### src/rtl/sw_key_debounce_if.sv
// sw_key_debounce_if
//   Bundles the switch bank and the key-event outputs of sw_key_debounce.
//   Signals:
//     sw        [11:0] raw switch bank, asynchronous to clk
//     key_valid        one-cycle pulse: accepted key event
//     key_code  [3:0]  code of the last accepted key, held until the next event
//     key_err          one-cycle pulse: a stable multi-switch chord was rejected
//     key_held         level, high while an accepted key remains pressed
//   Modports:
//     master - switch-bank side (drives sw, observes key outputs)
//     slave  - debouncer side (samples sw, drives key outputs)
interface sw_key_debounce_if;
   logic [11:0] sw;
   logic        key_valid;
   logic [3:0]  key_code;
   logic        key_err;
   logic        key_held;

   modport master (output sw, input key_valid, key_code, key_err, key_held);
   modport slave  (input sw, output key_valid, key_code, key_err, key_held);
endinterface

### src/rtl/sw_key_debounce.sv
// sw_key_debounce
//   Synchronises and debounces the 12 one-hot front-panel switches and emits
//   one single-cycle key event per press, with a 4-bit key code
//   (sw[11-k] -> k for k = 0..9, sw[1] -> 4'hA, sw[0] -> 4'hB).
//   Stable chords with more than one switch set are rejected via key_err.
//   A full release must be debounced before the next key is accepted.
//   Ports:
//     clk  - system clock
//     rst  - asynchronous, active-high reset
//     kif  - sw_key_debounce_if.slave (sw in; key_valid, key_code, key_err,
//            key_held out, all registered)
//   Build option:
//     KEY_REPEAT_EN - when defined, a held digit key (codes 0..9) re-pulses
//                     key_valid after REPEAT_DELAY cycles, then every
//                     REPEAT_PERIOD cycles, while the key stays held.
module sw_key_debounce #(
   parameter int unsigned DEBOUNCE_CYCLES = 50000,
   parameter int unsigned REPEAT_DELAY    = 25000000,
   parameter int unsigned REPEAT_PERIOD   = 5000000
) (
   input  logic             clk,
   input  logic             rst,
   sw_key_debounce_if.slave kif
);

   if (DEBOUNCE_CYCLES < 2 || REPEAT_DELAY < 2 || REPEAT_PERIOD < 2) begin : g_bad_param
      $error("sw_key_debounce: DEBOUNCE_CYCLES, REPEAT_DELAY and REPEAT_PERIOD must be >= 2");
   end

   localparam int unsigned     CNT_W    = (DEBOUNCE_CYCLES > 2) ? $clog2(DEBOUNCE_CYCLES) : 1;
   localparam logic [CNT_W-1:0] CNT_LAST = CNT_W'(DEBOUNCE_CYCLES - 1);

   typedef enum logic [1:0] {IDLE, DB_PRESS, HELD, DB_REL} state_t;

   state_t           state, state_nxt;
   logic [11:0]      sync1, sw_s;
   logic [11:0]      snap, snap_nxt;
   logic [CNT_W-1:0] cnt, cnt_nxt;
   logic             valid_q, valid_nxt;
   logic             err_q, err_nxt;
   logic             held_q, held_nxt;
   logic [3:0]       code_q, code_nxt;
   logic             snap_onehot;
   logic [3:0]       snap_code;

`ifdef KEY_REPEAT_EN
   localparam int unsigned      RPT_MAX  = (REPEAT_DELAY > REPEAT_PERIOD) ? REPEAT_DELAY : REPEAT_PERIOD;
   localparam int unsigned      RPT_W    = $clog2(RPT_MAX);
   localparam logic [RPT_W-1:0] RPT_DLY  = RPT_W'(REPEAT_DELAY - 1);
   localparam logic [RPT_W-1:0] RPT_PER  = RPT_W'(REPEAT_PERIOD - 1);

   logic [RPT_W-1:0] rpt_cnt, rpt_cnt_nxt;
   logic             rpt_first, rpt_first_nxt;  // next repeat uses REPEAT_DELAY
   logic             rpt_en, rpt_en_nxt;        // held key is a repeatable digit
`endif

   // Clear-bit-trick one-hot test; snap is never zero while it is evaluated.
   assign snap_onehot = (snap != '0) && ((snap & (snap - 12'd1)) == '0);

   // Code is 11 minus the bit index for every switch.
   always_comb begin
      snap_code = '0;
      for (int unsigned i = 0; i < 12; i++) begin
         if (snap[i]) snap_code = 4'(11 - i);
      end
   end

   always_comb begin
      state_nxt = state;
      snap_nxt  = snap;
      cnt_nxt   = cnt;
      valid_nxt = 1'b0;
      err_nxt   = 1'b0;
      held_nxt  = held_q;
      code_nxt  = code_q;
`ifdef KEY_REPEAT_EN
      rpt_cnt_nxt   = rpt_cnt;
      rpt_first_nxt = rpt_first;
      rpt_en_nxt    = rpt_en;
`endif
      case (state)
         IDLE: begin
            if (sw_s != '0) begin
               snap_nxt  = sw_s;
               cnt_nxt   = '0;
               state_nxt = DB_PRESS;
            end
         end
         DB_PRESS: begin
            if (sw_s == '0) begin
               state_nxt = IDLE;
            end else if (sw_s != snap) begin
               snap_nxt = sw_s;
               cnt_nxt  = '0;
            end else if (cnt == CNT_LAST) begin
               if (snap_onehot) begin
                  valid_nxt = 1'b1;
                  code_nxt  = snap_code;
                  held_nxt  = 1'b1;
`ifdef KEY_REPEAT_EN
                  rpt_en_nxt    = (snap_code < 4'hA);
                  rpt_cnt_nxt   = '0;
                  rpt_first_nxt = 1'b1;
`endif
               end else begin
                  err_nxt = 1'b1;
`ifdef KEY_REPEAT_EN
                  rpt_en_nxt = 1'b0;
`endif
               end
               state_nxt = HELD;
            end else begin
               cnt_nxt = cnt + 1'b1;
            end
         end
         HELD: begin
            if (sw_s == '0) begin
               cnt_nxt   = '0;
               state_nxt = DB_REL;
`ifdef KEY_REPEAT_EN
               // A release bounce restarts the repeat timing at REPEAT_PERIOD.
               rpt_cnt_nxt   = '0;
               rpt_first_nxt = 1'b0;
`endif
            end
`ifdef KEY_REPEAT_EN
            else if (rpt_en) begin
               if (rpt_cnt == (rpt_first ? RPT_DLY : RPT_PER)) begin
                  valid_nxt     = 1'b1;
                  rpt_cnt_nxt   = '0;
                  rpt_first_nxt = 1'b0;
               end else begin
                  rpt_cnt_nxt = rpt_cnt + 1'b1;
               end
            end
`endif
         end
         DB_REL: begin
            if (sw_s != '0) begin
               state_nxt = HELD;
            end else if (cnt == CNT_LAST) begin
               held_nxt  = 1'b0;
               state_nxt = IDLE;
            end else begin
               cnt_nxt = cnt + 1'b1;
            end
         end
         default: state_nxt = IDLE;
      endcase
   end

   always_ff @(posedge clk or posedge rst) begin
      if (rst) begin
         sync1   <= '0;
         sw_s    <= '0;
         state   <= IDLE;
         snap    <= '0;
         cnt     <= '0;
         valid_q <= 1'b0;
         err_q   <= 1'b0;
         held_q  <= 1'b0;
         code_q  <= '0;
`ifdef KEY_REPEAT_EN
         rpt_cnt   <= '0;
         rpt_first <= 1'b0;
         rpt_en    <= 1'b0;
`endif
      end else begin
         sync1   <= kif.sw;
         sw_s    <= sync1;
         state   <= state_nxt;
         snap    <= snap_nxt;
         cnt     <= cnt_nxt;
         valid_q <= valid_nxt;
         err_q   <= err_nxt;
         held_q  <= held_nxt;
         code_q  <= code_nxt;
`ifdef KEY_REPEAT_EN
         rpt_cnt   <= rpt_cnt_nxt;
         rpt_first <= rpt_first_nxt;
         rpt_en    <= rpt_en_nxt;
`endif
      end
   end

   assign kif.key_valid = valid_q;
   assign kif.key_err   = err_q;
   assign kif.key_held  = held_q;
   assign kif.key_code  = code_q;

endmodule

### src/flat_wrapper.sv
// flat-port wrapper written by rule: the top's interface ports become plain ports
module sw_key_debounce_flat 
#(
   parameter int unsigned DEBOUNCE_CYCLES = 50000,
   parameter int unsigned REPEAT_DELAY    = 25000000,
   parameter int unsigned REPEAT_PERIOD   = 5000000
)
  (clk, rst, kif_sw, kif_key_valid, kif_key_code, kif_key_err, kif_key_held);
  sw_key_debounce_if kif_i ();
  input  logic clk;
  input  logic rst;
  input wire logic [$bits(kif_i.sw)-1:0] kif_sw;
  output wire logic [$bits(kif_i.key_valid)-1:0] kif_key_valid;
  output wire logic [$bits(kif_i.key_code)-1:0] kif_key_code;
  output wire logic [$bits(kif_i.key_err)-1:0] kif_key_err;
  output wire logic [$bits(kif_i.key_held)-1:0] kif_key_held;
  assign kif_i.sw = kif_sw;
  assign kif_key_valid = kif_i.key_valid;
  assign kif_key_code = kif_i.key_code;
  assign kif_key_err = kif_i.key_err;
  assign kif_key_held = kif_i.key_held;
  sw_key_debounce #(.DEBOUNCE_CYCLES(DEBOUNCE_CYCLES), .REPEAT_DELAY(REPEAT_DELAY), .REPEAT_PERIOD(REPEAT_PERIOD)) u_core (.clk(clk), .rst(rst), .kif(kif_i));
endmodule
### config.mk
export PLATFORM = sky130hd
export DESIGN_NAME = sw_key_debounce_flat
export DESIGN_NICKNAME = d
export VERILOG_FILES = /design/src/rtl/sw_key_debounce_if.sv /design/src/rtl/sw_key_debounce.sv /design/src/flat_wrapper.sv
export SDC_FILE = /design/constraint.sdc
export NUM_CORES = 1
export LEC_CHECK = 0
export BUFFER_PORTS_ARGS = -buffer_cell sky130_fd_sc_hd__buf_2
export CAP_MARGIN = 25
export CORE_MARGIN = 3
export CORE_UTILIZATION = 64
export DETAILED_ROUTE_END_ITERATION = 12
export PLACE_DENSITY = 0.82
export SLEW_MARGIN = 20
export SYNTH_ARGS = -nofsm -noshare
export SYNTH_HDL_FRONTEND = slang
export SYNTH_SLANG_ARGS = --single-unit
export TNS_END_PERCENT = 30
### constraint.sdc
create_clock -name clk -period 4.25 [get_ports clk]
set_clock_uncertainty 0.05 [all_clocks]
set_input_delay 0.425 -clock clk [delete_from_list [all_inputs] [get_ports clk]]
set_output_delay 0.425 -clock clk [all_outputs]
set_load 0.05 [all_outputs]
Yosys cells after proc, flatten, opt, wreduce, memory -nomap -nowiden
Cells that the tools add are included.
{"block": "totals", "reg_bits": 61, "inputBits": 14, "out_inout_bits": 7, "elab_cells": 92}
{"block": "op_classes", "n_addsub": 2, "eq_ne": 17, "n_mux": 48, "bitwise_logic": 3, "reduce_logical": 13}
{"cell": "2-to-1 mux 16 bit", "count": 6}
{"cell": "one-hot mux 16 bit (4 select lines)", "count": 1}
{"cell": "2-to-1 mux 4 bit", "count": 12}
{"cell": "2-to-1 mux 12 bit", "count": 3}
{"cell": "zero test 12 bit", "count": 2}
{"cell": "one-hot mux 12 bit (2 select lines)", "count": 1}
{"cell": "nonzero test 12 bit", "count": 2}
{"cell": "adder 16 x 1 -> 16 bit (second input constant)", "count": 1}
{"cell": "== test 16 bit (second input constant)", "count": 1}
{"cell": "2-to-1 mux 1 bit", "count": 16}
{"cell": "2-to-1 mux 2 bit", "count": 7}
{"cell": "bitwise AND 12 bit", "count": 1}
{"cell": "inequality test 12 bit", "count": 1}
{"cell": "inequality test 2 x 1 -> 1 bit (second input constant)", "count": 6}
{"cell": "subtractor 12 x 1 -> 12 bit (second input constant)", "count": 1}
{"cell": "AND reduction 5 bit", "count": 2}
{"cell": "one-hot mux 2 bit (4 select lines)", "count": 1}
{"cell": "AND reduction 4 bit", "count": 2}
{"cell": "AND reduction 7 bit", "count": 1}
{"cell": "inequality test 2 bit (second input constant)", "count": 3}
{"cell": "inequality test 3 x 1 -> 1 bit (second input constant)", "count": 2}
{"cell": "== test 2 bit (second input constant)", "count": 2}
{"cell": "nonzero test 2 bit", "count": 2}
{"cell": "inequality test 3 x 2 -> 1 bit (second input constant)", "count": 1}
{"cell": "other kinds (5)", "count": 6}

Longest topological paths before layout
{"block": "logic_depth", "ltp_word": 12, "mapped_depth": 8, "mapped_depth_nobuf": 7}

Worst setup path before layout
No wires, ideal clock.
{"block": "synth_timing", "path_type": "register to register", "startpoint": "register u_core.snap[4]", "endpoint": "register u_core.code_q[0], in the netlist u_core.kif.key_code[0]", "setup_ps": 125, "arrival_time_ps": 1974, "required_time_ps": 4075, "path_slack_ps": 2101, "stages_incl_launch_ff": 8, "path_buffers": 1, "synth_period_minus_slack_ps": 2149, "cell_sequence": "dfrtp_1 -> buf_6 -> or4_4 -> o32ai_2 -> a21oi_1 -> nor3_2 -> nand3_4 -> mux2_4"}
{"block": "synth_via", "elab_chain_cells": 8, "word_cells_on_any_way": 16, "cone_classes": "add/sub: 1; eq/ne: 1; mux: 8; bitwise: 2; reduce/logical: 4"}
{"element": "from (decl)", "line_no": "sw_key_debounce.sv:37", "rtl": "logic [11:0] snap, snap_nxt;"}
{"element": "from (signal assigned)", "line_no": "sw_key_debounce.sv:172", "rtl": "snap <= snap_nxt;"}
{"element": "branches (longest 8 deep; another with subtractor 12 x 1 -> 12 bit)"}
{"element": "to (signal assigned)", "line_no": "sw_key_debounce.sv:177", "rtl": "code_q <= code_nxt;"}
{"element": "to (decl)", "line_no": "sw_key_debounce.sv:42", "rtl": "logic [3:0] code_q, code_nxt;"}
Several ways; the timed one is not identified.
A chain may end at the register's enable or synchronous reset.

Worst setup path in the final report
{"block": "layout_timing", "startpoint": "register u_core.snap[6]", "endpoint": "register u_core.snap[5]"}
{"block": "layout_via", "elab_chain_cells": 3}
{"element": "inequality test 12 bit", "line_no": "sw_key_debounce.sv:92", "rtl": "end else if (sw_s != snap) begin"}
{"element": "inequality test 2 x 1 -> 1 bit (no line)"}
{"element": "AND reduction 4 bit (no line)"}
Every way passes these cells.

==> impl_metrics.prom <==
# TYPE chip_impl_metric gauge
chip_impl_metric{name="initial_standard_cell_utilization_of_the_core",unit=""} 0.6776
chip_impl_metric{name="setup-violations-final",unit=""} 0
chip_impl_metric{name="via_count",unit=""} 1811
chip_impl_metric{name="grtUsageMet1",unit=""} 0.3002
chip_impl_metric{name="worst_stage_delay_on_the_critical_path",unit="ns"} 0.50
chip_impl_metric{name="syn_inst",unit=""} 233
chip_impl_metric{name="post_cts_repair_resize_count",unit=""} 0
chip_impl_metric{name="grt.met2_usage",unit=""} 0.3245
chip_impl_metric{name="clock_network_latency_to_the_later_pin_of_the_worst_skew_pair",unit="ns"} 0.34
chip_impl_metric{name="n_antenna_cell",unit=""} 0
chip_impl_metric{name="async_reset_ff_frac",unit=""} 1.000
chip_impl_info{name="crit_path_end_kind",value="register"} 1
chip_impl_info{name="rsz_0062_raised_after_global_routing",value="false"} 1
chip_impl_info{name="main_flop_type_after_synthesis",value="dfrtp_1"} 1
chip_impl_info{name="post-synth-top-count-cell",value="dfrtp_1"} 1
chip_impl_metric{name="pre_cts_slack",unit="ns"} 1.919
chip_impl_metric{name="routabilityCongestion",unit=""} 0.8262
chip_impl_metric{name="drt_pre_antenna_iters",unit=""} 4
chip_impl_metric{name="final-max-slew-violation-count",unit=""} 0
chip_impl_metric{name="yosysWarningCount",unit=""} 0
chip_impl_metric{name="stdcell_area",unit="µm²"} 3113
chip_impl_metric{name="finalWorstPathRequiredPeriod",unit="ns"} 2.360
chip_impl_metric{name="cts.reportedPaths.clkPinSlew",unit="ns"} 0.07
chip_impl_info{name="hold_class",value="in2reg"} 1
chip_impl_metric{name="chipWidth",unit="µm"} 71.78
chip_impl_metric{name="drt_iter0_markers",unit=""} 112
chip_impl_metric{name="synth_seq_cells",unit=""} 61
chip_impl_metric{name="cts_num_sinks",unit=""} 61
chip_impl_metric{name="worstPathMaxFanout",unit=""} 12
chip_impl_metric{name="cts_inserted_buffers",unit=""} 9
chip_impl_metric{name="worstPathArrival",unit="ns"} 2.53
chip_impl_metric{name="synthesis.area",unit="µm²"} 2769
chip_impl_metric{name="ant_nets",unit=""} 0
chip_impl_metric{name="design.die.area",unit="µm²"} 5152
chip_impl_info{name="critPathLaunchType",value="register"} 1
chip_impl_metric{name="htree_num_levels",unit=""} 3
chip_impl_info{name="run_status",value="complete, no violations"} 1
chip_impl_metric{name="final-hold-violation-count",unit=""} 0
chip_impl_metric{name="numPortBuffers",unit=""} 20
chip_impl_metric{name="via_per_inst",unit=""} 5.823
chip_impl_info{name="worst-setup-path-type",value="reg2reg"} 1
chip_impl_info{name="clock_tree_from_tritoncts",value="yes"} 1
chip_impl_metric{name="avgRoutedWirePerCell",unit="µm"} 15.87
chip_impl_info{name="path_common_cell",value="nand2_1"} 1
chip_impl_metric{name="placed_area",unit="µm²"} 2900
chip_impl_info{name="synth_commonest_cells",value="dfrtp_1 (61), nor2_1 (27), xnor2_1 (19)"} 1
chip_impl_metric{name="power.density",unit="nW/µm²"} 392.8
chip_impl_metric{name="placement_rows",unit=""} 23
chip_impl_metric{name="track_usage",unit=""} 0.2197
chip_impl_info{name="cts.root.buffer_cell",value="clkbuf_8"} 1
chip_impl_metric{name="buf_inv_stages_crit_path",unit=""} 0
chip_impl_metric{name="post-layout-total-power",unit="mW"} 1.223
chip_impl_metric{name="slew_headroom",unit=""} 0.5060
chip_impl_metric{name="stdcell_count",unit=""} 311
chip_impl_metric{name="tightestPinTransition",unit="ns"} 0.7410
chip_impl_metric{name="routed_wl",unit="µm"} 4935
chip_impl_metric{name="setup_slack",unit="ns"} 1.890
chip_impl_metric{name="layout.core_utilization",unit=""} 0.7618
chip_impl_metric{name="max-vdd-ir-drop",unit="mV"} 0.3766
chip_impl_metric{name="max_clock_freq",unit="MHz"} 423.7
chip_impl_metric{name="synth_top_area_share",unit=""} 0.5513
chip_impl_metric{name="post_route_cells_drive_above_1_share",unit=""} 0.2605
chip_impl_metric{name="syn-num-nets",unit=""} 248
chip_impl_metric{name="dpl.hpwl",unit="µm"} 3351
chip_impl_info{name="path_cells",value="xnor2_1 -> nand4_1 -> nor3_1 -> nand2_1 -> nand2_1 -> mux2_2"} 1
chip_impl_info{name="busiest_layer",value="met2"} 1
chip_impl_metric{name="area_delta_synth_final",unit="%"} 12.43
chip_impl_metric{name="edff_count_synth",unit=""} 0
chip_impl_info{name="slowest_stage",value="dfrtp_1"} 1
chip_impl_metric{name="totalNegativeSetupSlack",unit="ns"} 0
chip_impl_metric{name="data_required_critical_path",unit="ns"} 4.42
chip_impl_metric{name="post_synth.cell_area_avg",unit="µm²"} 11.88
chip_impl_metric{name="number_of_antenna_violations_at_the_first_check_in_global_routing",unit=""} 0
chip_impl_metric{name="finalCritPeriodShare",unit=""} 0.5553
chip_impl_metric{name="die-height",unit="µm"} 71.78
chip_impl_metric{name="fin_nets",unit=""} 272
chip_impl_info{name="yosys.area.top_type",value="dfrtp_1"} 1
chip_impl_metric{name="core",unit="µm²"} 4086
chip_impl_metric{name="worst_hold_slack",unit="ns"} 0.1366
chip_impl_metric{name="drt_drc_violations_left",unit=""} 0
chip_impl_metric{name="cts_hold_repair.buffers",unit=""} 0
chip_impl_info{name="biggest_area_contributors_in_the_synthesized_netlist",value="dfrtp_1 (55%), xnor2_1 (6.0%), mux2_2 (4.9%)"} 1
chip_impl_metric{name="p_leak",unit="nW"} 1.313
chip_impl_info{name="critical_path.top_delay_family",value="simple AND/OR/NAND/NOR gates"} 1
chip_impl_metric{name="place.detailed.instances",unit=""} 296
chip_impl_metric{name="first_global_vias",unit=""} 1768
chip_impl_metric{name="grt_max_degree",unit=""} 62
chip_impl_metric{name="synth-seq-area-share",unit=""} 0.5513
chip_impl_metric{name="synth.lib_cells_used.distinct",unit=""} 44
chip_impl_metric{name="number_of_maximum_capacitance_constraint_violations",unit=""} 0
chip_impl_metric{name="io_pins",unit=""} 21
chip_impl_metric{name="ctsLongestPathBuffers",unit=""} 2
chip_impl_metric{name="overflow",unit=""} 0
chip_impl_metric{name="use_met3",unit=""} 0.06732
chip_impl_metric{name="global_route_wire_length_before_repair",unit="µm"} 8431
chip_impl_metric{name="post-cts-setup-buffer-count",unit=""} 0
==> where the power goes <==
part	switching, mW	internal [mW]	total (mW)
clock network	0.225	0.326	0.551
registers	0.0252	0.598	0.623
logic	0.0240	0.0243	0.0484
==> cells by family (layout without fill, tap and decap cells) <==
| kind of cell | Yosys count | in the layout | share of synthesized area |
|---|---|---|---|
| compound gates | 18 | 18 | 0.04565 |
| fa+ha+maj | 4 | 4 | 0.01536 |
| flops | 61 | 61 | 0.5513 |
| mux | 17 | 17 | 0.07411 |
| xor+xnor | 25 | 25 | 0.07908 |
| simple gates | 90 | 90 | 0.2056 |
| buf+inv | 18 | 46 | 0.02892 |
==> state kept, by name, summed over array words and instances, names as in the netlist, named ones only <==
name and flops:
u_core.cnt 16, u_core.snap 12, u_core.sw_s 12, u_core.sync1 12, u_core.kif.key_code 4, u_core.kif.key_err 1, u_core.kif.key_held 1, u_core.kif.key_valid 1
u_core.state 1
==> cell type report <==
type | count | area, µm²
Clock buffer | 9 | 123.9
Multi-Input combinational cell | 154 | 1162
Timing Repair Buffer | 22 | 115.1
Tap cell | 50 | 62.56
Clock inverter | 6 | 88.84
Inverter | 9 | 33.78
Fill cell | 269 | 973.4
Sequential cell | 61 | 1526
==> per-layer routing <==
layer,routed length [µm],share of wire,vias to the layer above
met5,0,0,-
met1,2337,0.47,894
met3,212,0.043,7
li1,-,-,866
met2,2302,0.47,44
met4,82,0.017,0
==> final timing paths <==
path | cells after the start | end | startpoint | slack, ns
max | 6 | u_core.snap[5] | u_core.snap[6] | 1.89
min | 1 | u_core.sync1[6] | kif_sw[6] | 0.14
max reg2reg | 6 | u_core.snap[5] | u_core.snap[6] | 1.89
min reg2reg | 0 | u_core.sw_s[1] | u_core.sync1[1] | 0.30
max in group asynchronous | 3 | u_core.kif.key_held | rst | 3.42
min in group asynchronous | 3 | u_core.sync1[1] | rst | 0.24
==> layout by cell type (no fill, tap or decap), drive strengths merged, types with 4 or more instances in the layout <==
cell	instances
nor4	8
nand3	7
buf	22
inv	9
a21oi	4
o21ai	4
clkbuf	9
nand4	9
xnor2	19
dfrtp	61
xor2	6
nand2	13
mux2	16
nor2	27
nor3	10
Power figures use the tool's default switching activity.
